$ cat config.mk
export PLATFORM = sky130hd
export DESIGN_NAME = dmem_write_buffer
export DESIGN_NICKNAME = d
export VERILOG_FILES = /design/src/rtl/dmem_write_buffer.sv
export SDC_FILE = /design/constraint.sdc
export NUM_CORES = 1
export LEC_CHECK = 0
export BUFFER_PORTS_ARGS = -buffer_cell sky130_fd_sc_hd__buf_2
export CAP_MARGIN = 0
export CORE_ASPECT_RATIO = 0.9
export CORE_MARGIN = 3
export CORE_UTILIZATION = 50
export CTS_CLUSTER_SIZE = 24
export DETAILED_ROUTE_END_ITERATION = 6
export PLACE_DENSITY = 0.77
export SETUP_SLACK_MARGIN = 0.1
export SLEW_MARGIN = 30
export SYNTH_ARGS = -nofsm -noshare
export SYNTH_HDL_FRONTEND = slang
export SYNTH_SLANG_ARGS = --single-unit
$ cat constraint.sdc
create_clock -name clk -period 8.3 [get_ports clk]
set_clock_uncertainty 0.05 [all_clocks]
set_input_delay 1.66 -clock clk [delete_from_list [all_inputs] [get_ports clk]]
set_output_delay 1.66 -clock clk [all_outputs]
set_load 0.02 [all_outputs]
$ cat src/rtl/dmem_write_buffer.sv
// Posted-store write buffer between the core data port and the system bus.
// Stores drain in order; a load waits for the buffer to empty, then issues one bus read and stalls the core until the data returns.
module dmem_write_buffer #(
  parameter int DEPTH = 4
) (
  input  logic        clk,
  input  logic        rst,
  input  logic [31:0] core_addr,
  input  logic [31:0] core_wdata,
  input  logic [3:0]  core_be,
  input  logic        core_we,
  input  logic        core_re,
  output logic [31:0] core_rdata,
  output logic        stall,
  output logic        buf_empty,
  output logic        bus_req,
  output logic        bus_we,
  output logic [31:0] bus_addr,
  output logic [31:0] bus_wdata,
  output logic [3:0]  bus_be,
  input  logic        bus_gnt,
  input  logic        bus_rvalid,
  input  logic [31:0] bus_rdata
);

  localparam int PW = (DEPTH > 1) ? $clog2(DEPTH) : 1;
  localparam logic [PW:0] FULL_CNT = (PW+1)'(DEPTH);

  typedef enum logic [1:0] {IDLE, RD_WAIT, RD_DONE} state_t;

  logic [31:0] mem_addr [DEPTH];
  logic [31:0] mem_data [DEPTH];
  logic [3:0]  mem_be   [DEPTH];

  logic [PW-1:0] wr_ptr_q, wr_ptr_d, rd_ptr_q, rd_ptr_d;
  logic [PW:0]   count_q, count_d;
  state_t        state_q, state_d;
  logic [31:0]   core_rdata_q, core_rdata_d;

  logic full, has_data, enq, pop, rd_issue;

  always_comb begin
    full     = (count_q == FULL_CNT);
    has_data = (count_q != '0);
    enq      = core_we && !full;
    pop      = has_data && bus_gnt;
    // A load only reaches the bus once every older store has drained.
    rd_issue = (state_q == IDLE) && core_re && !core_we && !has_data;

    bus_req   = 1'b0;
    bus_we    = 1'b0;
    bus_addr  = '0;
    bus_wdata = '0;
    bus_be    = '0;
    if (has_data) begin
      bus_req   = 1'b1;
      bus_we    = 1'b1;
      bus_addr  = mem_addr[rd_ptr_q];
      bus_wdata = mem_data[rd_ptr_q];
      bus_be    = mem_be[rd_ptr_q];
    end else if (rd_issue) begin
      bus_req  = 1'b1;
      bus_addr = core_addr;
      bus_be   = 4'hF;
    end

    wr_ptr_d = enq ? wr_ptr_q + 1'b1 : wr_ptr_q;
    rd_ptr_d = pop ? rd_ptr_q + 1'b1 : rd_ptr_q;
    count_d  = count_q;
    if (enq && !pop)      count_d = count_q + 1'b1;
    else if (pop && !enq) count_d = count_q - 1'b1;

    state_d      = state_q;
    core_rdata_d = core_rdata_q;
    case (state_q)
      IDLE:    if (rd_issue && bus_gnt) state_d = RD_WAIT;
      RD_WAIT: if (bus_rvalid) begin
        core_rdata_d = bus_rdata;
        state_d      = RD_DONE;
      end
      RD_DONE: state_d = IDLE;
      default: state_d = IDLE;
    endcase

    stall     = (core_we && full) || (core_re && !core_we && state_q != RD_DONE);
    buf_empty = !has_data;
  end

  always_ff @(posedge clk or posedge rst) begin
    if (rst) begin
      wr_ptr_q     <= '0;
      rd_ptr_q     <= '0;
      count_q      <= '0;
      state_q      <= IDLE;
      core_rdata_q <= '0;
    end else begin
      wr_ptr_q     <= wr_ptr_d;
      rd_ptr_q     <= rd_ptr_d;
      count_q      <= count_d;
      state_q      <= state_d;
      core_rdata_q <= core_rdata_d;
    end
  end

  // Storage is not reset; entries are only visible through count_q.
  always_ff @(posedge clk) begin
    if (enq) begin
      mem_addr[wr_ptr_q] <= core_addr;
      mem_data[wr_ptr_q] <= core_wdata;
      mem_be[wr_ptr_q]   <= core_be;
    end
  end

  assign core_rdata = core_rdata_q;

endmodule

Word level (Yosys, flattened, before mapping)

Memory sizes are Yosys's and may differ from the RTL's.
Index checks and enable logic that the tools add are counted.

Divide/modulo/power cells: 0
$add $sub $neg: 4
$mul: 0
Bitwise operators: 0
Equality and inequality tests: 5
Muxes and demuxes: 15
Shifts and indexed selects: 0
$lt $le $gt $ge: 0
Reductions and logical operators: 22

Operators by type and width:

| cell                  | count |
|---|---|
| $mux W32              | 3 |
| $logic_and A1 B1 Y1   | 11 |
| $mux W4               | 2 |
| $mux W3               | 2 |
| $logic_not A1 Y1      | 5 |
| $mux W1               | 5 |
| $add A2 B1 Y2 const B | 2 |
| $mux W2               | 2 |
| $ne A2 B2 Y1 const B  | 2 |
| $pmux W2 S2           | 1 |
| $reduce_and A2 Y1     | 2 |
| $add A3 B1 Y3 const B | 1 |
| $eq A3 B3 Y1 const B  | 1 |
| $reduce_bool A3 Y1    | 1 |
| $sub A3 B1 Y3 const B | 1 |
| $eq A2 B1 Y1 const B  | 1 |
| $logic_not A2 Y1      | 1 |
| $ne A2 B1 Y1 const B  | 1 |
| $reduce_bool A2 Y1    | 1 |
| $logic_or A1 B1 Y1    | 1 |

Bits of input ports: 106
Bits in read-only memories: 0
Register bits after elaboration: 41
Memories kept: 3
Bits in latches: 0
Memory bits (writable): 272
Output and inout port bits: 104

Memories:

| name     | words | width | rd ports | clocked after memory_dff | wr ports | line | source |
|---|---|---|---|---|---|---|---|
| mem_addr | 4     | 32    | 1        | 0                        | 1        | 31   | `logic [31:0] mem_addr [DEPTH];` |
| mem_data | 4     | 32    | 1        | 0                        | 1        | 32   | `logic [31:0] mem_data [DEPTH];` |
| mem_be   | 4     | 4     | 1        | 0                        | 1        | 33   | `logic [3:0] mem_be [DEPTH];` |

Longest topological paths before layout

Depth in word-level cells: 7
Gate-level depth with buffers: 9
Gate-level depth less buffers: 8

Least setup slack after synthesis

Ideal clock, no wire load.

Path kind: input -> output
From: input port core_we
To: output port bus_addr[26]
Path slack: 3.832 ns
Data required time: 6.590 ns
Stages on the path: 4
Arrival time: 2.758 ns
Path buffers: 1
Cells stage by stage: or4b_4 > nor2_8 > buf_6 > a22o_1

Word-level cells in the longest chain between the ends: 5

RTL lines:

| element                          | line | source |
|---|---|---|
| start, declared                  | 11   | `input logic core_we,` |
| $logic_not A1 Y1                 | 48   | `rd_issue = (state_q == IDLE) && core_re && !core_we && !has_data;` |
| $logic_and A1 B1 Y1 (2 in a row) | 48   |  |
| $mux W32                         | 61   | `end else if (rd_issue) begin` |
| $mux W32                         | 55   | `if (has_data) begin` |
| end, declared                    | 18   | `output logic [31:0] bus_addr,` |

No other way between the ends.

Worst setup path in the final report

From: input port core_we
To: output port bus_addr[19]

The elaborated chain is that of the path after synthesis.

==> impl_metrics.py <==
metrics = {
    "clocking": {
        "clkSinkCount": 313,
        "cts_root_buffer_type": "sky130_fd_sc_hd__clkbuf_16",
        "postCtsHoldBufs": 0,
        "cts-buffers-inserted": 31,
        "cts.htree.levels": 1,
        "cts_setup_buffers": 0,
        "worst_setup_hold_path_clk_slew_ps": 60,
        "insertion_delay_ps": 540,
        "clock_tree_from_tritoncts": "yes",
        "clockBufferDepth": 3,
        "cts_resized": 0,
    },
    "drt": {
        "drcViolationCount": 0,
        "wl_met2_um": 12200,
        "detailed_router_iteration_count_before_antenna_repair": 4,
        "via_count": 6077,
        "detail_route.wirelength_um": 23900,
        "dr_vias_cell": 5.54,
        "avgRoutedWirePerCell_um": 21.8,
        "met1_wl_um": 9780,
        "dr.first_iter.drc_count": 505,
        "topRoutingLayerUsed": "met5",
        "met3_wirelength_um": 1440,
        "drt.antenna.violating_nets": 0,
    },
    "yosys": {
        "seq_area_frac_synth_pct": 76.2,
        "count_of_different_cell_masters_after_synthesis": 26,
        "synth_edf_count": 272,
        "syn_area_um2": 12100,
        "synth_top_cells_by_area": "sky130_fd_sc_hd__edfxtp_1, sky130_fd_sc_hd__mux4_2, sky130_fd_sc_hd__dfrtp_1, sky130_fd_sc_hd__mux2_2, sky130_fd_sc_hd__a22o_1",
        "ys_async_sr_fraction_pct": 13.1,
        "synthCells": 550,
        "yosysWarningCount": 0,
        "synth_seq_cells": 313,
        "synth.avg_cell_area_um2": 21.9,
        "fraction_of_post_synthesis_cell_area_in_the_top_cell_type_by_area_pct": 67.7,
        "synth.net_count": 662,
        "most_common_flop_cell_mapped_by_yosys": "sky130_fd_sc_hd__edfxtp_1",
        "synth_top_cell_by_area": "sky130_fd_sc_hd__edfxtp_1",
    },
    "cells_and_area": {
        "final_cell_area_um2": 14500,
        "post_route_cells_drive_above_1_share_pct": 47.3,
        "most-common-layout-cells": "sky130_fd_sc_hd__edfxtp_1, sky130_fd_sc_hd__buf_2, sky130_fd_sc_hd__mux4_2, sky130_fd_sc_hd__dfrtp_1, sky130_fd_sc_hd__mux2_2",
        "instances_no_fill": 1097,
        "final.fill_count": 1617,
        "post-route-util_pct": 61.5,
        "antennaDiodeCount": 0,
        "areaGrowthSynthToFinish_pct": 20.0,
        "area_taken_by_multi_input_logic_gates_um2": 2700,
        "regArea_um2": 9200,
        "layout.cells.most_common": "sky130_fd_sc_hd__edfxtp_1",
        "finish.net_count": 883,
    },
    "worst_setup_path": {
        "critical_path_buf_inv_count": 2,
        "cp_data_required_time_ps": 6590,
        "regToRegSetupSlack_ps": 5520,
        "startpoint": "core_we",
        "cp_top_family": "simple AND/OR/NAND/NOR gates",
        "worstPathMaxFanout": 37,
        "worst-endpoint-arrival_ps": 3300,
        "r2r-start": "count_q[1]",
        "cp-start-kind": "input port",
        "worst_r2r_endpoint": "count_q[2]",
        "timing.critical_path.cells": "buf_2 -> or4b_4 -> nor2_8 -> a22o_1 -> buf_2",
        "critical_path.most_common_cell": "sky130_fd_sc_hd__buf_2",
        "worst_r2r_path_depth": 9,
        "crit_path_max_incr_delay_ps": 560,
        "number_of_cells_on_the_critical_path": 5,
        "timing_worst_setup_path_type": "in2out",
        "worstSetupEndpoint": "bus_addr[19]",
        "critical_path.slowest_cell": "sky130_fd_sc_hd__or4b_4",
        "setup.worst_path.end_class": "primary output",
    },
    "placed_design": {
        "globalplace.congestion": 0.755,
        "place.detailed.hpwl_um": 14800,
        "placement.cell_area_um2": 13500,
        "number_of_placed_instances_taps_included": 1040,
        "place_worst_setup_slack_ps": 3280,
        "placement.io_buffers": 209,
    },
    "global_routing": {
        "grt_antenna_before_repair": 1,
        "first_pass_grt_wire_length_um": 37700,
        "grt_overflow_total": 0,
        "first_global_vias": 6637,
        "largest_net_degree_at_the_start_of_global_routing": 73,
        "grt.total_usage_pct": 18.5,
    },
    "die": {
        "io_pins": 210,
        "fp.dieArea_um2": 26000,
        "placementRows": 53,
        "start_util_pct": 51.2,
        "floorplan.core_area_um2": 23500,
        "chipWidth_um": 170,
        "die_h_um": 153,
    },
    "pwr": {
        "p_seq_share_pct": 40.7,
        "peakVddDrop_uv": 248,
        "power_switching_mw": 1.89,
        "p_comb_share_pct": 35.6,
        "total_power_mw": 5.64,
        "static-leakage-power_nw": 5.48,
        "pwr-share-clk_pct": 23.7,
        "swShare_pct": 33.4,
        "pwr_density_cell_nw_per_um2": 390,
        "p_int_mw": 3.76,
    },
    "timing": {
        "achievable-frequency_ghz": 0.200,
        "slew_viol_final": 0,
        "grt_setup_unrepaired": "false",
        "fin_hold_ws_ps": 452,
        "hold_viol_final": 0,
        "finalSetupViolations": 0,
        "finalWorstPathRequiredPeriod_ps": 5010,
        "fin_setup_tns_ps": 0,
        "worst_slew_pin_slew_ps": 787,
        "period_share_pct": 60.3,
        "slew_headroom_pct": 47.5,
        "final_critical_path_setup_slack_ps": 3290,
    },
    "hold_path": {
        "holdPathStages": 1,
        "worst_hold_path_type": "reg2reg",
    },
    "run": {
        "max_cap_viol_count": 0,
    },
    "status": {
        "outcome": "finished, final reports clean",
    },
}
==> cell usage after synthesis, types with 4 or more instances <==
master	instances
sky130_fd_sc_hd__a21o_1	5
sky130_fd_sc_hd__a22o_1	32
sky130_fd_sc_hd__and2_1	36
sky130_fd_sc_hd__buf_2	15
sky130_fd_sc_hd__clkbuf_1	12
sky130_fd_sc_hd__dfrtp_1	41
sky130_fd_sc_hd__edfxtp_1	272
sky130_fd_sc_hd__ha_1	5
sky130_fd_sc_hd__inv_1	6
sky130_fd_sc_hd__mux2_2	34
sky130_fd_sc_hd__mux4_2	68
sky130_fd_sc_hd__xnor2_1	4
==> worst register-to-register path, stage by stage (launching register included) <==
cell                      delay (ps)
sky130_fd_sc_hd__dfrtp_1         430
sky130_fd_sc_hd__or3_2           570
sky130_fd_sc_hd__buf_4           350
sky130_fd_sc_hd__nand2_1         230
sky130_fd_sc_hd__ha_1            200
sky130_fd_sc_hd__inv_1            60
sky130_fd_sc_hd__fa_1            370
sky130_fd_sc_hd__xor2_1          170
sky130_fd_sc_hd__nor2_1          110
sky130_fd_sc_hd__xor2_1          160
==> flip-flops by register name (all words and copies together), names as in the netlist <==
signal	flops
mem_data	128
state_q	2
mem_addr	128
mem_be	16
rd_ptr_q	2
core_rdata	32
wr_ptr_q	2
count_q	3
==> power by group through the flow <==
stage | Combinational (mW) | Sequential [mW] | Clock (mW)
3_5_place_dp | 2.03 | 2.34 | 0
6_report | 2.01 | 2.30 | 1.34
4_1_cts | 2.05 | 2.31 | 1.37
3_3_place_gp | 1.92 | 2.35 | 0
5_1_grt | 2.15 | 2.34 | 1.43
2_1_floorplan | 1.37 | 2.32 | 0
==> cells by family (layout without fill, tap and decap cells) <==
kind of cell	after synthesis	after routing	share of synthesized area, %
XOR/XNOR	6	6	0.436
AO/OA/AOI/OAI	39	39	2.74
AND/OR/NAND/NOR	48	48	2.57
buffers and inverters	36	281	1.46
multiplexers	102	102	15.9
adder cells (fa/ha/maj)	6	6	0.685
flip-flops	313	313	76.2
==> worst min-delay path by stage <==
stage | startpoint | end | slack, ps
after floorplan | count_q[2] | count_q[2] | 400
after global placement | core_rdata[15] | core_rdata[15] | 440
after detailed placement | core_rdata[20] | core_rdata[20] | 440
after CTS | core_rdata[20] | core_rdata[20] | 450
after global routing | core_rdata[20] | core_rdata[20] | 460
final | core_rdata[20] | core_rdata[20] | 450
==> layer usage <==
layer | GRT usage, % | vias to the layer above
met5 | 0 | -
met4 | 4.48 | 2
met3 | 3.70 | 36
met2 | 31.1 | 201
met1 | 25.3 | 3149
li1 | - | 2689
==> area by class of cell <==
type | count | share of cell area (%)
sequential | 313 | 63.6
multi-input combinational | 201 | 18.7
timing repair buffer | 218 | 8.18
clock buffer | 33 | 5.41
tap | 302 | 2.61
clock inverter | 24 | 1.36
inverter | 6 | 0.156
No activity file was read; power rests on OpenSTA's default activity.
